## src/rtl/ifetch_pkg.sv

```systemverilog
// Shared constants and types for the instruction fetch unit.
package ifetch_pkg;

    localparam int IFQ_DEPTH = 2;
    localparam logic [31:0] IFETCH_RESET_ADDR = 32'h0000_0000;

    typedef enum logic [1:0] {
        RESET = 2'd0,
        RUN   = 2'd1,
        HALT  = 2'd2
    } ifetch_state_e;

    // Clears the byte offset; bit 0 follows JALR semantics, bit 1 is dropped after the misalignment check.
    function automatic logic [31:0] word_align(input logic [31:0] addr);
        return addr & 32'hFFFF_FFFC;
    endfunction

endpackage

```

## src/rtl/ifetch_q.sv

```systemverilog
// Two-entry {inst, pc} FIFO feeding decode; flush dominates push, pop is applied before flush.
module ifetch_q
    import ifetch_pkg::*;
(
    input  logic        clk,
    input  logic        rst_n,
    input  logic        push,
    input  logic [63:0] wdata,
    input  logic        pop,
    input  logic        flush,
    output logic [63:0] rdata,
    output logic [1:0]  count
);

    logic [63:0] mem_r [IFQ_DEPTH];
    logic        wr_ptr_r;
    logic        rd_ptr_r;
    logic [1:0]  count_r;
    logic        do_pop_s;
    logic        do_push_s;

    // Qualify push/pop against occupancy and flush.
    always_comb begin
        do_pop_s  = pop && (count_r != 2'd0);
        do_push_s = push && !flush && ((count_r != 2'd2) || do_pop_s);
    end

    // Storage, pointers and occupancy.
    always_ff @(posedge clk or negedge rst_n) begin
        if (!rst_n) begin
            mem_r[0] <= 64'd0;
            mem_r[1] <= 64'd0;
            wr_ptr_r <= 1'b0;
            rd_ptr_r <= 1'b0;
            count_r  <= 2'd0;
        end else if (flush) begin
            wr_ptr_r <= 1'b0;
            rd_ptr_r <= 1'b0;
            count_r  <= 2'd0;
        end else begin
            if (do_push_s) begin
                mem_r[wr_ptr_r] <= wdata;
                wr_ptr_r        <= ~wr_ptr_r;
            end
            if (do_pop_s) begin
                rd_ptr_r <= ~rd_ptr_r;
            end
            case ({do_push_s, do_pop_s})
                2'b10:   count_r <= count_r + 2'd1;
                2'b01:   count_r <= count_r - 2'd1;
                default: count_r <= count_r;
            endcase
        end
    end

    assign rdata = mem_r[rd_ptr_r];
    assign count = count_r;

    ifetch_q_chk u_chk (
        .clk   (clk),
        .rst_n (rst_n),
        .push  (push),
        .flush (flush),
        .count (count_r)
    );

endmodule

// The fetch credit rule keeps the queue from ever receiving a push while full.
module ifetch_q_chk (
    input logic       clk,
    input logic       rst_n,
    input logic       push,
    input logic       flush,
    input logic [1:0] count
);

    a_no_push_when_full: assert property (
        @(posedge clk) disable iff (!rst_n) !(push && !flush && (count == 2'd2))
    );

endmodule

```

## src/rtl/ifetch.sv

```systemverilog
// Instruction fetch: credit-limited requests to instruction memory, in-order response
// tracking with stale-drop after redirects, and a registered hand-off queue to decode.
module ifetch
    import ifetch_pkg::*;
#(
    parameter logic [31:0] RESET_ADDR = IFETCH_RESET_ADDR
) (
    input  logic        i_clk,
    input  logic        i_rst_n,
    output logic        o_imem_req,
    output logic [31:0] o_imem_addr,
    input  logic        i_imem_gnt,
    input  logic        i_imem_rvalid,
    input  logic [31:0] i_imem_rdata,
    input  logic        i_redirect,
    input  logic [31:0] i_redirect_pc,
    output logic        o_inst_valid,
    output logic [31:0] o_inst,
    output logic [31:0] o_inst_pc,
    input  logic        i_inst_ready,
    output logic        o_misaligned
);

    ifetch_state_e state_r, state_n;
    logic [31:0]   fetch_pc_r, fetch_pc_n;
    logic [1:0]    out_r, out_n;
    logic [1:0]    stale_r, stale_n;
    logic          misaligned_r, misaligned_n;

    logic          req_s;
    logic          grant_s;
    logic          push_s;
    logic          pop_s;
    logic          inst_valid_s;
    logic [1:0]    q_count_s;
    logic [63:0]   q_head_s;
    logic [63:0]   q_wdata_s;
    logic [31:0]   resp_pc_s;

    // Request credit and response PC; non-stale responses are the contiguous run ending at fetch_pc-4.
    always_comb begin
        req_s        = (state_r == RUN) && (({1'b0, out_r} + {1'b0, q_count_s}) < 3'd2);
        grant_s      = req_s && i_imem_gnt;
        inst_valid_s = (q_count_s != 2'd0);
        pop_s        = inst_valid_s && i_inst_ready;
        resp_pc_s    = fetch_pc_r - {28'd0, out_r, 2'b00};
        q_wdata_s    = {i_imem_rdata, resp_pc_s};
    end

    // Next-state: control FSM, fetch PC, outstanding/stale accounting and queue push.
    always_comb begin
        state_n      = state_r;
        fetch_pc_n   = fetch_pc_r;
        stale_n      = stale_r;
        push_s       = 1'b0;
        out_n        = out_r + {1'b0, grant_s} - {1'b0, i_imem_rvalid};
        misaligned_n = i_redirect && i_redirect_pc[1] && (state_r != RESET);

        case (state_r)
            RESET: state_n = RUN;
            RUN: begin
                if (i_redirect && i_redirect_pc[1]) begin
                    state_n = HALT;
                end else begin
                    state_n = RUN;
                end
            end
            HALT: begin
                if (i_redirect && !i_redirect_pc[1]) begin
                    state_n = RUN;
                end else begin
                    state_n = HALT;
                end
            end
            default: state_n = RESET;
        endcase

        if (i_redirect) begin
            // Everything still on the bus after this edge, including a same-cycle grant, is stale.
            fetch_pc_n = word_align(i_redirect_pc);
            stale_n    = out_n;
        end else begin
            if (grant_s) begin
                fetch_pc_n = fetch_pc_r + 32'd4;
            end else begin
                fetch_pc_n = fetch_pc_r;
            end
            if (i_imem_rvalid && (stale_r != 2'd0)) begin
                stale_n = stale_r - 2'd1;
            end else if (i_imem_rvalid) begin
                push_s = 1'b1;
            end else begin
                stale_n = stale_r;
            end
        end
    end

    // State registers.
    always_ff @(posedge i_clk or negedge i_rst_n) begin
        if (!i_rst_n) begin
            state_r      <= RESET;
            fetch_pc_r   <= word_align(RESET_ADDR);
            out_r        <= 2'd0;
            stale_r      <= 2'd0;
            misaligned_r <= 1'b0;
        end else begin
            state_r      <= state_n;
            fetch_pc_r   <= fetch_pc_n;
            out_r        <= out_n;
            stale_r      <= stale_n;
            misaligned_r <= misaligned_n;
        end
    end

    ifetch_q u_ifq (
        .clk   (i_clk),
        .rst_n (i_rst_n),
        .push  (push_s),
        .wdata (q_wdata_s),
        .pop   (pop_s),
        .flush (i_redirect),
        .rdata (q_head_s),
        .count (q_count_s)
    );

    assign o_imem_req   = req_s;
    assign o_imem_addr  = word_align(fetch_pc_r);
    assign o_inst_valid = inst_valid_s;
    assign o_inst       = q_head_s[63:32];
    assign o_inst_pc    = q_head_s[31:0];
    assign o_misaligned = misaligned_r;

endmodule

```

## config.mk

```make
export PLATFORM = sky130hd
export DESIGN_NAME = ifetch
export DESIGN_NICKNAME = d
export VERILOG_FILES = /design/src/rtl/ifetch_pkg.sv /design/src/rtl/ifetch_q.sv /design/src/rtl/ifetch.sv
export SDC_FILE = /design/constraint.sdc
export NUM_CORES = 1
export LEC_CHECK = 0
export BUFFER_PORTS_ARGS = -buffer_cell sky130_fd_sc_hd__buf_2
export CAP_MARGIN = 20
export CORE_ASPECT_RATIO = 1.1
export CORE_MARGIN = 2
export CORE_UTILIZATION = 55
export CTS_BUF_LIST = sky130_fd_sc_hd__clkbuf_16
export DETAILED_ROUTE_END_ITERATION = 10
export PLACE_DENSITY = 0.8
export SLEW_MARGIN = 10
export SYNTH_ARGS = -nofsm -noshare
export SYNTH_HDL_FRONTEND = slang
export SYNTH_SLANG_ARGS = --single-unit
```

## constraint.sdc

```tcl
create_clock -name i_clk -period 4.85 [get_ports i_clk]
set_input_delay 0 -clock i_clk [delete_from_list [all_inputs] [get_ports i_clk]]
set_output_delay 0 -clock i_clk [all_outputs]
set_load 0.05 [all_outputs]
```

## Word-level counts from Yosys, hierarchy flattened

Index checks and enable logic that the tools add are counted.

- Register bits after elaboration: 171
- Word-level logic and storage cells: 78

- $add $sub $neg: 8
- Order comparisons: 4
- Eq/ne operators: 5
- Multiplexer cells: 22
- Bitwise logic cells: 5
- Reduce and logical (&&, ||, !) cells: 24

Operators by type and width:

| kind | count |
|---|---|
| two-way mux 64 bit | 4 |
| bitwise mux 128 bit | 1 |
| demux 64 bit (select 1 bit) | 1 |
| two-way mux 32 bit | 2 |
| adder 32 x 3 -> 32 bit (second input constant) | 1 |
| subtractor 32 x 4 -> 32 bit | 1 |
| nonzero test 2 bit | 7 |
| logical AND 1 bit | 11 |
| two-way mux 2 bit | 5 |
| two-way mux 1 bit | 7 |
| one-hot mux 2 bit (3 select lines) | 1 |
| equality test 2 x 1 -> 1 bit (second input constant) | 2 |
| equality test 2 bit (second input constant) | 2 |
| >= comparator 2 bit (second input constant) | 2 |
| inverter 1 -> 2 bit | 2 |
| one-hot mux 2 bit (2 select lines) | 1 |
| subtractor 2 x 1 -> 2 bit (second input constant) | 2 |
| adder 2 x 2 -> 3 bit | 1 |
| less-than comparator 3 x 2 -> 1 bit (second input constant) | 1 |
| inverter 1 bit | 3 |
| nonzero test 3 bit | 1 |
| adder 2 x 1 -> 2 bit | 1 |
| adder 2 x 1 -> 2 bit (second input constant) | 1 |
| logical NOT 1 bit | 2 |
| 6 further kinds | 6 |

## Longest topological paths before layout

Gate-level depths: netlist of run 1.

- Depth after elaboration: 9
- Gate-level depth with buffers: 11
- Mapped depth without buffers: 11

## By module

From an unflattened synthesis of run 1, not the netlist that was laid out.

- Cells, all modules: 715
- Area, all modules: 8745.9 um2

Modules (own cells, without submodules):

| module | times used | cells each | area an instance (um2) | seq. area each (um2) |
|---|---|---|---|---|
| ifetch_q | 1 | 366 | 5928.2 | 3303.2 |
| ifetch | 1 | 349 | 2817.7 | 925.9 |

## Worst setup path after synthesis of run 1

Ideal clock, no wire load.

- Kind: flip-flop to flip-flop
- Start point: reg u_ifq.count_r[0], in the netlist u_ifq.count[0]
- End point: reg stale_r[1]
- Library setup time: 0.135 ns
- Arrival: 2.928 ns
- Required time: 4.715 ns
- Slack: 1.787 ns
- Cell stages (with the launch flop): 12
- Path buffers: 0
- Cell sequence: dfrtp_1 -> and2_1 -> fa_1 -> nor4b_4 -> nand2_1 -> ha_1 -> inv_1 -> ha_1 -> xnor2_1 -> xnor2_1 -> nand2_1 -> o21ai_0

- Longest elaborated chain between the ends: 7

RTL lines:

| item | line | RTL |
|---|---|---|
| start, declared | ifetch_q.sv:18 | `logic [1:0] count_r;` |
| start signal, assigned | ifetch_q.sv:49 | `2'b10: count_r <= count_r + 2'd1;` |
| start signal, assigned | ifetch_q.sv:50 | `2'b01: count_r <= count_r - 2'd1;` |
| start signal, assigned | ifetch_q.sv:51 | `default: count_r <= count_r;` |
| adder 2 x 2 -> 3 bit | ifetch.sv:42 | `req_s = (state_r == RUN) && (({1'b0, out_r} + {1'b0, q_count_s}) < 3'd2);` |
| less-than comparator 3 x 2 -> 1 bit | ifetch.sv:42 |  |
| logical AND 1 bit | ifetch.sv:42 |  |
| net o_imem_req | ifetch.sv:10 | `output logic o_imem_req,` |
| logical AND 1 bit | ifetch.sv:43 | `grant_s = req_s && i_imem_gnt;` |
| adder 2 x 1 -> 2 bit | ifetch.sv:56 | `out_n = out_r + {1'b0, grant_s} - {1'b0, i_imem_rvalid};` |
| subtractor 2 x 1 -> 2 bit | ifetch.sv:56 |  |
| net out_n[1] | ifetch.sv:26 | `logic [1:0] out_r, out_n;` |
| two-way mux 2 bit | ifetch.sv:78 | `if (i_redirect) begin` |
| end signal, assigned | ifetch.sv:110 | `stale_r <= stale_n;` |
| end, declared | ifetch.sv:27 | `logic [1:0] stale_r, stale_n;` |

The timed path passes the listed nets, and every way through them passes these cells.
A chain may end at the register's enable or synchronous reset.

## Worst setup path after layout of run 1

- Start point: reg u_ifq.count_r[0], in the netlist u_ifq.count[0]
- End point: reg fetch_pc_r[26]

- Longest elaborated chain between the ends: 5

RTL lines:

| item | line | RTL |
|---|---|---|
| adder 2 x 2 -> 3 bit | ifetch.sv:42 |  |
| less-than comparator 3 x 2 -> 1 bit | ifetch.sv:42 |  |
| logical AND 1 bit | ifetch.sv:42 |  |
| logical AND 1 bit | ifetch.sv:43 |  |
| nonzero test 2 bit (no source line) | n/a |  |
| end signal, assigned | ifetch.sv:102 | `fetch_pc_r <= word_align(RESET_ADDR);` |
| end signal, assigned | ifetch.sv:108 | `fetch_pc_r <= fetch_pc_n;` |
| end, declared | ifetch.sv:25 | `logic [31:0] fetch_pc_r, fetch_pc_n;` |

No other way between the ends.

==> qor.csv, run 1 <==
metric;value;unit
wl;19.5;mm
ys_warn_count;0;
rows;46;
synth_flop_cell;dfrtp_1;
grt_overflow_total;0;
cts_tree;built;
clkLatencyLatePin;0.42;ns
place_ws;1.90;ns
grt_pass1_vias;6285;
fin_crit;2.99;ns
layout_common_cells;dfrtp_1 (164), buf_2 (162), mux2_2 (129), nor2_1 (81), dlygate4sd3_1 (65);
die_w;121;µm
cp.required;5.16;ns
cts_buffers;17;
clk_pin_slew;0.06;ns
clock-root-buffer;clkbuf_16;
clockBufferDepth;2;
path_class;register to register;
htreeDepth;4;
finalCritPeriodShare;61.6;%
cp_num_buf_inv;0;
status;completed;
crit_chain;and2_1, fa_1, nor4b_4, nand3_1, nor4_1, xor2_1, mux2_2;
drc_errors;0;
dp_cells;1070;
rsz0062_at_grt;false;
synthArstFlopShare;100;%
drv_slew;0;
final_cell_count_no_fill;1167;
fin_tns_setup;0;ns
clock_sinks;165;
fmax;335;MHz
grt_max_degree;93;
synth_seq_cells;165;
place_congestion;0.848;
synth_edf_count;0;
numPortBuffers;163;
design_area;0.0104;mm²
syn_to_final_growth;26.1;%
ys_types;43;
core;0.0146;mm²
grtUsageTotal;25.0;%
die_h;133;µm
cp_max_fo;14;
hp-class;input pin to register;
fin_nets;1040;
final_common_cell;dfrtp_1;
critPathCaptureType;register;
num_antenna_cells;0;
setup_slack;1.86;ns
wl_per_cell;16.7;µm
drt_first_pass_iters;5;
cts_setup_buffers;0;
crit_family;simple AND/OR/NAND/NOR gates;
fp.dieArea;0.0160;mm²
worstPathArrival;3.30;ns
pwr_density_cell;640;mW/mm²
drtIter0Drc;408;
start_util;56.7;%
start_kind;register;
dp_hpwl;11.9;mm
power.leakage;4.60;nW
viasPerCell;5.45;
critPathSlowestCell;nand3_1;
slew_headroom;33.1;%
antenna_found_initial;0;
setup_viol_count_final;0;
critPathMaxStageDelay;0.53;ns
ant_nets;0;
max_slew.worst_pin.slew;1.00;ns
syn_area_per_cell;10.8;µm²
max_cap_violations;0;
finalHoldViolCount;0;
whs;0.0655;ns
skew;0.00753;ns
io_pins;169;
grt_pass1_wl;31.6;mm
postSynthCellCount;767;
r2r_slack;1.86;ns
synth_area;0.00826;mm²
vias;6356;
vdd_drop_max;345;µV
placed_cell_area;0.00913;mm²
drive_gt1_share;35.3;%
yosysSeqAreaShare;50.0;%
-- logic make-up after synthesis --
group,Yosys count,share of synthesized area (%)
buf+inv,74,3.92
compound gates,103,6.41
xor+xnor,58,6.15
simple gates,228,14.4
flops,165,50.0
other cells,1,0.0454
mux,130,17.7
fa+ha+maj,8,1.39
-- cells in the mapped netlist, types with 10 or more instances --
cell type | instances | share of area (%)
buf_2 | 10 | 0.61
nor2_1 | 81 | 3.7
clkbuf_1 | 42 | 1.9
xor2_1 | 16 | 1.7
nand4_1 | 11 | 0.83
dfrtp_1 | 165 | 50
nor3_1 | 15 | 0.91
nor4_1 | 15 | 1.1
o21ai_0 | 37 | 2.2
xnor2_1 | 42 | 4.5
mux2_2 | 129 | 18
nand2_1 | 47 | 2.1
inv_1 | 13 | 0.59
a21oi_1 | 57 | 3.5
nand3_1 | 17 | 1.0
-- worst min-delay path: stages --
cell and delay, ns:
buf_2 0.11, nand2b_1 0.10, a21oi_1 0.15, o21ai_0 0.08
-- metrics by stage --
stage,utilization [%],power (W)
floorplan,-,0.00454
global placement,62.7,0.00510
detailed placement,62.7,0.00518
CTS,71.5,0.00669
global route,71.5,0.00702
finish,71.5,0.00667
-- per-layer routing --
layer	track usage [%]	vias to the layer above	wire, µm
met5	0	-	0
met4	9.50	0	483
met3	4.78	39	1180
met2	41.8	236	9740
met1	32.3	3036	8120
li1	-	3045	-
-- sequential cells by signal, indices dropped and copies added (netlist names) --
signal          count
out_r               2
fetch_pc_r         30
u_ifq.mem_r       124
u_ifq.count         2
state_r             2
stale_r             2
u_ifq.wr_ptr_r      1
o_misaligned        1
u_ifq.rd_ptr_r      1
-- cell type report --
class / count / area [µm²]
Multi-Input combinational cell: 531 / 3830
Sequential cell: 165 / 4130
Fill cell: 1017 / 4140
Inverter: 13 / 48.8
Clock buffer: 17 / 425
Tap cell: 192 / 240
Clock inverter: 15 / 213
Timing Repair Buffer: 234 / 1530
-- report_power, final --
group / switching (W) / total (W) / leakage (nW) / internal [W]
combinational: 0.00197 / 0.00297 / 2.27 / 0.00100
clock: 0.000534 / 0.00144 / 0.318 / 0.000908
sequential: 0.000348 / 0.00226 / 2.02 / 0.00191
-- what timing repair did --
action	4_1_cts	5_1_grt
hold endpoints to repair	158	0
hold buffers	65	0
gates resized for setup	0	0
-- worst paths after layout --
| check | start | to | depth (start not counted) |
|---|---|---|---|
| hold reg to reg | u_ifq.mem_r[37]$_DFFE_PN0P_ | u_ifq.mem_r[37]$_DFFE_PN0P_ | 1 |
| setup / recovery | u_ifq.count[0]$_DFFE_PN0P_ | fetch_pc_r[26]$_DFFE_PN0P_ | 7 |
| min in group asynchronous | i_rst_n | u_ifq.mem_r[125]$_DFFE_PN0P_ | 2 |
| hold / removal | i_imem_rvalid | stale_r[1]$_DFFE_PN0P_ | 4 |
| setup reg to reg | u_ifq.count[0]$_DFFE_PN0P_ | fetch_pc_r[26]$_DFFE_PN0P_ | 7 |
| max in group asynchronous | i_rst_n | u_ifq.rd_ptr_r$_DFFE_PN0P_ | 3 |
Note: power is estimated with default switching activity, not from simulation.
==> run 2, diff against run 1 <==
CORE_UTILIZATION = 50   (was 55)
PLACE_DENSITY = 0.77   (was 0.8)
clock period = 2.7 ns   (was 4.85 ns; I/O delays follow)
==> run 2 against run 1 <==
- core utilization is 5.9 points lower
- critical path depth rose by 2
- largest power group unchanged
- clock power up 72%
- critical endpoint is now fetch_pc_r[11]$_DFFE_PN0P_
- cell area increased by 2.4%
- power is 79% higher
- largest cell class unchanged
- worst setup slack worse by 1.8 ns
==> qor.csv, run 2 (synthesis gave the netlist of run 1 again) <==
metric;value;unit;change
largest-register;u_ifq.mem_r;;
placed_cell_area;0.00932;mm²;+2.1%
dp_cells;1098;;+2.6%
numPortBuffers;163;;unchanged
final_common_cell;dfrtp_1;;
core;0.0162;mm²;+12%
finalHoldViolCount;0;;unchanged
rows;49;;+6.5%
reg_top3;u_ifq.mem_r: 124 flops, fetch_pc_r: 30 flops;;
clock-root-buffer;clkbuf_16;;
num_antenna_cells;0;;unchanged
worstPathArrival;2.93;ns;-0.37 ns
start_util;50.8;%;-5.9 points
vias;6394;;+0.60%
hp-class;input pin to register;;
clockBufferDepth;2;;unchanged
grt_pass1_wl;31.8;mm;+0.70%
start_kind;register;;
finalPower;0.0119;W;+79%
critPathCaptureType;register;;
drive_gt1_share;37.4;%;+2.2 points
hold_path_depth;4;;unchanged
cp.required;2.98;ns;-2.18 ns
fp.dieArea;0.0176;mm²;+9.7%
largest_reg_flops;124;;unchanged
die_w;127;µm;+4.7%
max_slew.worst_pin.slew;0.729;ns;-0.275 ns
grt_pass1_vias;6434;;+2.4%
design_area;0.0107;mm²;+2.4%
drt_first_pass_iters;5;;unchanged
grt_max_degree;83;;-11%
fin_crit;2.65;ns;-0.341 ns
grt_overflow_total;0;;unchanged
cp_max_fo;6;;-8
io_pins;169;;unchanged
final_cell_count_no_fill;1200;;+2.8%
whs;0.0406;ns;-0.0249 ns
htreeDepth;4;;unchanged
max_cap_violations;0;;unchanged
power.leakage;4.71;nW;+2.3%
setup_viol_count_final;0;;unchanged
die_h;139;µm;+4.7%
viasPerCell;5.33;;-2.2%
fmax;378;MHz;+13%
cts_buffers;17;;unchanged
wl;19.1;mm;-1.9%
clock_sinks;165;;unchanged
clkLatencyLatePin;0.43;ns;about the same
seq_area;0.00413;mm²;unchanged
vdd_drop_max;611;µV;+77%
skew;0.00812;ns;+0.000585 ns
clk_pin_slew;0.07;ns;about the same
fillCellCount;1269;;+25%
syn_to_final_growth;29.1;%;
fin_nets;1061;;+2.0%
antenna_found_initial;0;;unchanged
r2r_cells;9;;+2
drv_slew;0;;unchanged
finalCritPeriodShare;98.0;%;+36 points
multi_input_area;0.00389;mm²;+1.6%
status;completed;;
rsz0062_at_grt;true;;
slew_headroom;51.4;%;+18 points
path_class;register to register;;
drtIter0Drc;404;;-0.98%
grtUsageTotal;22.3;%;-2.7 points
ant_nets;0;;unchanged
place_congestion;0.837;;-1.3%
dp_hpwl;12.4;mm;+4.2%
cts_tree;built;;
wl_per_cell;16.0;µm;-4.6%
drc_errors;0;;unchanged
pwr_density_cell;1120;mW/mm²;+75%
layout_common_cells;dfrtp_1 (164), buf_2 (162), mux2_2 (129), nor2_1 (81), dlygate4sd3_1 (67);;
post-route-util;65.6;%;-5.9 points
## run 2: worst max-delay path, cell delays in order (launching register included)
cell and delay (ns):
dfrtp_1 0.40, and2_1 0.18, fa_1 0.49, nor4b_4 0.32, buf_4 0.18, nand3_2 0.19, buf_4 0.21, nor3_1 0.21
xnor2_1 0.19, o21ai_0 0.12
## run 2: path summary, 6_finish.rpt
path                                              start                           end  slack [ns]
max in group asynchronous                       i_rst_n        o_misaligned$_DFF_PN0_        1.78
min reg2reg                u_ifq.mem_r[109]$_DFFE_PN0P_  u_ifq.mem_r[109]$_DFFE_PN0P_        0.50
min in group asynchronous                       i_rst_n  u_ifq.mem_r[121]$_DFFE_PN0P_        0.17
max reg2reg                          out_r[0]$_DFF_PN0_    fetch_pc_r[11]$_DFFE_PN0P_        0.05
max                                  out_r[0]$_DFF_PN0_    fetch_pc_r[11]$_DFFE_PN0P_        0.05
min                                          i_imem_gnt     fetch_pc_r[2]$_DFFE_PN0P_        0.04
## run 2: layer usage
layer	part of all wire, %	up-vias	track usage, %	routed length (µm)
li1	-	3078	-	-
met4	1.9	0	8.21	355
met3	5.3	27	4.32	1010
met1	44	3087	29.6	8430
met5	0	-	0	0
met2	49	202	36.7	9350
## run 2: area by class of cell
| class | instances | share of cell area [%] |
|---|---|---|
| Multi-Input combinational cell | 531 | 36.5 |
| Inverter | 13 | 0.458 |
| Clock buffer | 17 | 3.99 |
| Clock inverter | 15 | 1.68 |
| Sequential cell | 165 | 38.7 |
| Tap cell | 204 | 2.39 |
| Timing Repair Buffer | 255 | 16.3 |
## run 2: per-stage QoR
stage	setup TNS, ns	setup WS (ns)
floorplan	-2.43	-0.252
global placement	0	0.146
detailed placement	0	0.0164
CTS	0	0.0156
global route	-0.199	-0.0972
finish	0	0.0533
## run 2: where the power goes
part / switching (W) / total (W) / leakage, nW / internal [W]
logic: 0.00358 / 0.00547 / 2.40 / 0.00189
registers: 0.000564 / 0.00399 / 2.02 / 0.00343
clock network: 0.00101 / 0.00247 / 0.286 / 0.00146
## run 2: what timing repair did
action,in CTS,in global routing
endpoints found under the setup margin,0,9
hold buffers,67,0
gates resized for setup,0,7
endpoints found under the hold margin,174,0
buffers inserted,0,3
==> run 3, diff against run 2 <==
CELL_PAD_IN_SITES_DETAIL_PLACEMENT = 1   (was unset)
CELL_PAD_IN_SITES_GLOBAL_PLACEMENT = 1   (was unset)
CORE_UTILIZATION = 39   (was 50)
PLACE_DENSITY = unset   (was 0.77)
PLACE_DENSITY_LB_ADDON = 0.1   (was unset)
==> run 3 against run 2 <==
- sequential power about the same
- die area up 27%
- non-clock buffer count up 4
- register-to-register slack better by 0.04 ns
- clock skew up 0.011 ns
- worst hold slack better by 0.017 ns
- final cell count up 4.7%
- combinational power up 2%
- core utilization down 13 points
- sequential cell count unchanged
- critical path type unchanged
==> qor.csv, run 3 (synthesis gave the netlist of run 1 again) <==
metric;value;unit;change
worstPathArrival;2.95;ns;+0.02 ns
finalCritPeriodShare;96.4;%;-1.7 points
htreeDepth;4;;unchanged
clock-root-buffer;clkbuf_16;;
drive_gt1_share;37.4;%;-0.050 points
fin_nets;1065;;+0.38%
layout_common_cells;dfrtp_1 (163), buf_2 (162), mux2_2 (129), nor2_1 (81), dlygate4sd3_1 (67);;
fin_crit;2.60;ns;-0.0449 ns
drv_slew;0;;unchanged
clk_pin_slew;0.07;ns;about the same
start_util;40.0;%;-11 points
placed_cell_area;0.00940;mm²;+0.86%
fp.dieArea;0.0224;mm²;+27%
pwr_density_cell;1130;mW/mm²;+0.63%
reg_top3;u_ifq.mem_r: 124 flops, fetch_pc_r: 30 flops;;
skew;0.0186;ns;+0.0105 ns
dp_hpwl;15.2;mm;+23%
drc_errors;0;;unchanged
design_area;0.0108;mm²;+1.0%
drtIter0Drc;215;;-47%
die_w;143;µm;+13%
path_class;register to register;;
wl_per_cell;17.7;µm;+11%
antenna_found_initial;0;;unchanged
rows;55;;+12%
setup_viol_count_final;0;;unchanged
start_kind;register;;
power.leakage;4.72;nW;+0.24%
clockBufferDepth;2;;unchanged
hp-class;input pin to register;;
ant_nets;0;;unchanged
core;0.0206;mm²;+27%
syn_to_final_growth;30.4;%;
slew_headroom;52.7;%;+1.3 points
drt_first_pass_iters;4;;-1
fillCellCount;2253;;+78%
cp.required;3.05;ns;+0.07 ns
cp_max_fo;4;;-2
fmax;384;MHz;+1.7%
max_cap_violations;0;;unchanged
critPathCaptureType;register;;
grt_pass1_wl;36.2;mm;+14%
clock_sinks;165;;unchanged
numPortBuffers;163;;unchanged
die_h;157;µm;+13%
cts_tree;built;;
max_slew.worst_pin.slew;0.710;ns;-0.0191 ns
viasPerCell;5.15;;-3.4%
grtUsageTotal;20.5;%;-1.8 points
io_pins;169;;unchanged
grt_max_degree;93;;+12%
final_common_cell;dfrtp_1;;
num_antenna_cells;0;;unchanged
place_congestion;0.779;;-7.0%
post-route-util;52.2;%;-13 points
grt_pass1_vias;6927;;+7.7%
grt_overflow_total;0;;unchanged
vias;6468;;+1.2%
status;completed;;
cts_buffers;17;;unchanged
largest-register;u_ifq.mem_r;;
vdd_drop_max;475;µV;-22%
r2r_slack;0.1;ns;+0.04 ns
finalHoldViolCount;0;;unchanged
largest_reg_flops;124;;unchanged
wl;22.3;mm;+16%
clkLatencyLatePin;0.43;ns;about the same
-- run 3: routing by layer --
metal,vias to the layer above,wire (µm),GRT usage (%)
met2,145,11200,35.8
met5,-,0,0
met4,0,152,4.29
met3,11,674,3.40
met1,3234,10200,27.0
li1,3078,-,-
-- run 3: where the power goes --
part           leakage (nW)  total (W)  internal [W]  switching (W)
logic                  2.40    0.00556       0.00190        0.00366
registers              2.01    0.00398       0.00343       0.000547
clock network         0.303    0.00260       0.00156        0.00104
total                  4.72     0.0121       0.00688        0.00525
-- run 3: area by class of cell --
cell class	instances	area, µm²	share of cell area (%)
sequential	165	4130	38.4
multi-input combinational	531	3870	35.9
timing repair buffer	259	1770	16.5
clock buffer	17	425	3.95
tap	256	320	2.97
clock inverter	15	201	1.87
inverter	13	48.8	0.453
-- run 3: timing repair --
| item | CTS | global route |
|---|---|---|
| hold endpoints to repair | 172 | 0 |
| setup endpoints to repair | 3 | 19 |
| pin swaps | 3 | 4 |
| buffers inserted | 1 | 4 |
| resized for setup | 2 | 4 |
| hold buffers | 67 | 0 |
-- run 3: final timing paths --
| kind | endpoint | depth (start not counted) | start |
|---|---|---|---|
| max | stale_r[1]$_DFFE_PN0P_ | 11 | out_r[0]$_DFF_PN0_ |
| max reg2reg | stale_r[1]$_DFFE_PN0P_ | 11 | out_r[0]$_DFF_PN0_ |
| min reg2reg | u_ifq.mem_r[110]$_DFFE_PN0P_ | 1 | u_ifq.mem_r[110]$_DFFE_PN0P_ |
| min in group asynchronous | u_ifq.mem_r[43]$_DFFE_PN0P_ | 2 | i_rst_n |
| min | stale_r[1]$_DFFE_PN0P_ | 4 | i_imem_rvalid |
| max in group asynchronous | u_ifq.count[0]$_DFFE_PN0P_ | 3 | i_rst_n |
-- run 3: per-stage QoR --
step	TNS, ns	setup WS, ns	instances	hold WS, ns	total power, W
3_5_place_dp	-0.0391	-0.0382	1152	0.0882	0.00950
3_3_place_gp	0	0.138	1152	0.0652	0.00927
5_1_grt	-0.00617	-0.00617	1256	0.0792	0.0128
2_1_floorplan	-2.43	-0.252	770	-0.296	0.00815
6_report	0	0.0983	1256	0.0578	0.0121
4_1_cts	0	0.0139	1252	0.0562	0.0122
-- run 3: worst max-delay path, cell delays in order (launching register included) --
cell	delay, ns
dfrtp_1	0.41
and2_1	0.18
fa_2	0.45
nor4b_4	0.34
nand2_2	0.10
ha_1	0.29
inv_1	0.05
ha_1	0.19
xnor2_1	0.14
xnor2_1	0.21
nand2_1	0.08
o21ai_1	0.09
